==> src/rtl/exec_ctrl.sv <==
// Accumulator execution controller: small ISA (ADD/SUB/LDI/NOP/MUL) driving a shared 8-bit ALU.
// MUL iterates ALU additions of imm into a product register, once per clock.
module alu8bit (
  input  logic [2:0] op,
  input  logic [7:0] a,
  input  logic [7:0] b,
  output logic [7:0] y,
  output logic       cout
);
  logic [8:0] s;

  // SUB computes b - a; cout = 1 means no borrow
  always_comb begin
    s = '0;
    case (op)
      3'b000:  s = {1'b0, b} + {1'b0, a};
      3'b001:  s = {1'b0, b} + {1'b0, ~a} + 9'd1;
      3'b010:  s = {1'b0, a};
      default: s = '0;
    endcase
    y    = s[7:0];
    cout = s[8];
  end
endmodule

module exec_ctrl (
  input  logic       clk,
  input  logic       rst,
  input  logic       instr_valid,
  input  logic [7:0] instr,
  output logic       instr_ready,
  output logic [7:0] acc,
  output logic       zflag,
  output logic       cflag,
  output logic       done,
  output logic       illegal,
  output logic       busy
);
  typedef enum logic [1:0] {IDLE, EXEC, MLOOP, DONE} state_t;

  localparam logic [2:0] OP_ADD = 3'b000;
  localparam logic [2:0] OP_SUB = 3'b001;
  localparam logic [2:0] OP_LDI = 3'b010;
  localparam logic [2:0] OP_NOP = 3'b011;
  localparam logic [2:0] OP_MUL = 3'b100;

  state_t     state, state_nx;
  logic [2:0] opc;
  logic [4:0] imm;
  logic [7:0] product;
  logic [7:0] count;
  logic       carry_acc;

  logic [2:0] alu_op;
  logic [7:0] alu_a, alu_b, alu_y;
  logic       alu_c;
  logic       mul_trivial;

  assign mul_trivial = (acc == 8'h00) || (imm == 5'd0);

  alu8bit u_alu (
    .op   (alu_op),
    .a    (alu_a),
    .b    (alu_b),
    .y    (alu_y),
    .cout (alu_c)
  );

  always_comb begin
    state_nx    = state;
    alu_op      = 3'b000;
    alu_a       = 8'h00;
    alu_b       = acc;
    instr_ready = 1'b0;
    done        = 1'b0;
    illegal     = 1'b0;
    busy        = 1'b1;
    case (state)
      IDLE: begin
        instr_ready = 1'b1;
        busy        = 1'b0;
        if (instr_valid) state_nx = EXEC;
      end
      EXEC: begin
        alu_a = {3'b000, imm};
        case (opc)
          OP_SUB:  alu_op = 3'b001;
          OP_LDI:  alu_op = 3'b010;
          default: alu_op = 3'b000;
        endcase
        state_nx = (opc == OP_MUL && !mul_trivial) ? MLOOP : DONE;
      end
      MLOOP: begin
        alu_a = {3'b000, imm};
        alu_b = product;
        if (count == 8'd1) state_nx = DONE;
      end
      DONE: begin
        done     = 1'b1;
        illegal  = (opc > OP_MUL);
        state_nx = IDLE;
      end
      default: state_nx = IDLE;
    endcase
  end

  always_ff @(posedge clk or posedge rst) begin
    if (rst) begin
      state     <= IDLE;
      acc       <= 8'h00;
      zflag     <= 1'b1;
      cflag     <= 1'b0;
      opc       <= 3'b000;
      imm       <= 5'd0;
      product   <= 8'h00;
      count     <= 8'h00;
      carry_acc <= 1'b0;
    end else begin
      state <= state_nx;
      case (state)
        IDLE: begin
          if (instr_valid) begin
            opc <= instr[7:5];
            imm <= instr[4:0];
          end
        end
        EXEC: begin
          case (opc)
            OP_ADD, OP_SUB: begin
              acc   <= alu_y;
              cflag <= alu_c;
              zflag <= (alu_y == 8'h00);
            end
            OP_LDI: begin
              acc   <= alu_y;
              cflag <= 1'b0;
              zflag <= (imm == 5'd0);
            end
            OP_MUL: begin
              if (mul_trivial) begin
                acc   <= 8'h00;
                zflag <= 1'b1;
                cflag <= 1'b0;
              end else begin
                product   <= 8'h00;
                count     <= acc;
                carry_acc <= 1'b0;
              end
            end
            default: ;
          endcase
        end
        MLOOP: begin
          product   <= alu_y;
          carry_acc <= carry_acc | alu_c;
          count     <= count - 8'd1;
          // last iteration commits the product straight from the ALU
          if (count == 8'd1) begin
            acc   <= alu_y;
            cflag <= carry_acc | alu_c;
            zflag <= (alu_y == 8'h00);
          end
        end
        default: ;
      endcase
    end
  end
endmodule
==> config.mk <==
export PLATFORM = sky130hd
export DESIGN_NAME = exec_ctrl
export DESIGN_NICKNAME = d
export VERILOG_FILES = /design/src/rtl/exec_ctrl.sv
export SDC_FILE = /design/constraint.sdc
export NUM_CORES = 1
export LEC_CHECK = 0
export ABC_AREA = 1
export BUFFER_PORTS_ARGS = -buffer_cell sky130_fd_sc_hd__buf_4
export CAP_MARGIN = 5
export CORE_MARGIN = 3
export CORE_UTILIZATION = 25
export CTS_CLUSTER_DIAMETER = 100
export DETAILED_ROUTE_END_ITERATION = 8
export PLACE_DENSITY = 0.4
export SLEW_MARGIN = 25
export SYNTH_ARGS = -nofsm -noshare
export SYNTH_HDL_FRONTEND = slang
export SYNTH_SLANG_ARGS = --single-unit
==> constraint.sdc <==
create_clock -name clk -period 5.9 [get_ports clk]
set_input_delay 1.18 -clock clk [delete_from_list [all_inputs] [get_ports clk]]
set_output_delay 1.18 -clock clk [all_outputs]
set_load 0.02 [all_outputs]
==> impl_metrics.json <==
{
  "clk_pin_slew_ns": 0.08,
  "crit_type": "register to register",
  "place_congestion": 0.812,
  "syn_inst": 385,
  "final_nets": 439,
  "cts-root-buf": "clkbuf_8",
  "ys_seq_elements": 37,
  "antenna-diode-count": 0,
  "wl_per_cell_um": 14.2,
  "r2r_setup_slack_ns": 2.22,
  "max_cap_viol_count": 0,
  "io_pins": 25,
  "relSlewSlack_pct": 41.5,
  "drv_slew": 0,
  "rsz0062_at_grt": "no",
  "drc": 0,
  "post_cts_buffers": 0,
  "postSynthAreaPerCell_sq_um": 7.23,
  "ant_nets": 0,
  "h-tree-depth": 2,
  "skew_ns": 0.00833,
  "cts_resized": 0,
  "grt_pass1_vias": 2466,
  "ys_warn_count": 0,
  "cp-start-kind": "register",
  "fmax_mhz": 271,
  "drtIter0Drc": 145,
  "clock-sinks": 37,
  "clk_latency_ns": 0.29,
  "die_area_sq_um": 12400,
  "synthesis.area_sq_um": 2790,
  "setup_viol": 0,
  "period_minus_slack_ns": 3.68,
  "crit_arrival_ns": 3.87,
  "syn_to_final_growth_pct": 14.3,
  "cp_max_fo": 21,
  "end_kind": "register",
  "grt_pass1_wl_mm": 12.9,
  "cts_hold_buf": 0,
  "portBuffers": 24,
  "totalWireLength_mm": 7.75,
  "dr.pass1.iters": 4,
  "grt_max_degree": 38,
  "tritoncts": "done",
  "hold_path.class": "register to register",
  "tightest_slew_ns": 0.877,
  "fin_crit_sh_pct": 62.4,
  "run_status": "finished clean",
  "die_y_um": 112,
  "avgViaCountPerCell": 4.54,
  "fin_tns_setup_ns": 0,
  "dp_hpwl_mm": 6.13,
  "start_util_pct": 26.4,
  "clockBufferDepth": 2,
  "grt-ovfl-total": 0,
  "syn-num-nets": 415,
  "antenna_found_initial": 0,
  "core_area_sq_um": 10600,
  "ys_seq_area_share_pct": 33.3,
  "worstPathRequired_ns": 6.08,
  "drive_gt1_share_pct": 17.3,
  "row_count": 37,
  "track_usage_pct": 12.8,
  "cts-buffers-inserted": 5,
  "die_w_um": 112,
  "finalHoldViolCount": 0,
  "yosysUniqueCellTypes": 41,
  "vias": 2481
}
==> logic make-up after synthesis <==
family,Yosys count,synth area share [%]
and+or+nand+nor,193,32.8
buffers and inverters,67,9.52
AOI/OAI and AO/OA,62,12.8
DFF,37,33.3
adders and majority gates,19,9.07
xor gates and xnor gates,4,1.26
muxes,3,1.21
==> placed cells by master, fill, tap and decap left out, types with 3 or more instances in the layout <==
master / count
o22ai_1: 6
a21oi_1: 19
nor2_1: 33
nand3_1: 40
mux2_2: 3
buf_4: 25
o21ai_1: 8
nand2_2: 7
dfrtp_1: 36
clkbuf_8: 5
nand4_1: 3
nor2_2: 6
inv_1: 50
o21ai_0: 20
nor2_4: 3
ha_1: 17
nand2_1: 92
inv_2: 8
==> final timing paths <==
kind / from / end / depth (start not counted)
worst max-delay path: state[0]$_DFFE_PP0P_ / cflag$_DFFE_PP0P_ / 15
worst min-delay path: product[5]$_DFFE_PP0P_ / product[5]$_DFFE_PP0P_ / 2
worst max register to register: state[0]$_DFFE_PP0P_ / cflag$_DFFE_PP0P_ / 15
worst min register to register: product[5]$_DFFE_PP0P_ / product[5]$_DFFE_PP0P_ / 2
max in group asynchronous: rst / zflag$_DFFE_PP1P_ / 3
min in group asynchronous: rst / count[7]$_DFFE_PP0P_ / 3
==> worst max-delay path: stages, from the launching register on <==
cell	delay, ns
dfrtp_1	0.41
inv_1	0.11
ha_1	0.74
inv_2	0.32
o21ai_0	0.45
ha_1	0.39
a21oi_1	0.22
nand2_1	0.07
nand2_1	0.11
nand2_1	0.10
o31ai_2	0.28
nand2_1	0.10
nand2_1	0.07
nand2_1	0.05
nand3_1	0.10
nand2_1	0.06
==> metrics by stage <==
step / cell area, sq um / cells / util (%) / hold WS [ns] / worst slack (ns)
after floorplan: 2790 / 385 / - / 0.453 / 3.12
after global placement: 3100 / 538 / 29.4 / 0.472 / 2.18
after detailed placement: 3100 / 538 / 29.4 / 0.478 / 2.16
after CTS: 3180 / 546 / 30.1 / 0.497 / 2.15
after global routing: 3180 / 546 / 30.2 / 0.519 / 1.79
final: 3180 / 546 / 30.2 / 0.496 / 2.22
==> final cells by class <==
type,instances,area [sq um]
Timing Repair Buffer,25,188
Sequential cell,37,927
Clock buffer,7,76.3
Tap cell,136,170
Clock inverter,1,5.00
Fill cell,1172,7370
Multi-Input combinational cell,281,1600
Inverter,59,221
==> synth_stat cells <==
library cell / n / area, sq um
inv_1: 50 / 188
buf_4: 1 / 7.51
a21oi_1: 19 / 95.1
o31ai_2: 1 / 12.5
ha_1: 17 / 213
nand4_1: 3 / 18.8
o211ai_1: 1 / 7.51
o21ai_2: 1 / 8.76
mux2_2: 3 / 33.8
o31ai_1: 1 / 7.51
buf_6: 1 / 11.3
o31ai_4: 1 / 21.3
buf_1: 1 / 3.75
dfrtp_1: 36 / 901
nor3_1: 1 / 5.00
buf_2: 2 / 10.0
nor2_4: 3 / 33.8
a31oi_1: 2 / 12.5
inv_2: 8 / 30.0
xor2_1: 2 / 17.5
nand3_1: 40 / 200
nand3_2: 2 / 20.0
dfstp_2: 1 / 26.3
nor2_1: 33 / 124
o22ai_1: 6 / 37.5
nand2_1: 92 / 345
nor2_8: 1 / 20.0
nand2_4: 1 / 11.3
o21ai_1: 9 / 45.0
fa_1: 2 / 40.0
xnor2_1: 2 / 17.5
o21ai_0: 20 / 100
nand2_2: 7 / 43.8
nor3_2: 1 / 10.0
clkbuf_1: 3 / 11.3
nor2_2: 6 / 37.5
a21oi_2: 1 / 8.76
nor3_4: 1 / 16.3
clkinv_1: 1 / 3.75
nand3b_1: 1 / 7.51
nor4_4: 1 / 21.3
==> metal layers <==
| metal | wire length (um) | global-route usage (%) |
|---|---|---|
| met5 | 0 | 0 |
| met4 | 73 | 3.00 |
| met3 | 259 | 2.17 |
| met2 | 3520 | 20.7 |
| met1 | 3890 | 18.0 |
==> registers in the layout, indices dropped and copies added, names as in the netlist <==
signal / cells
acc: 8
count: 8
product: 8
imm: 5
opc: 3
state: 2
carry_acc: 1
cflag: 1
zflag: 1
Power is left out: the tool's default activity adds up to more than one toggle a clock period on the data nets, which glitch-free logic cannot reach.
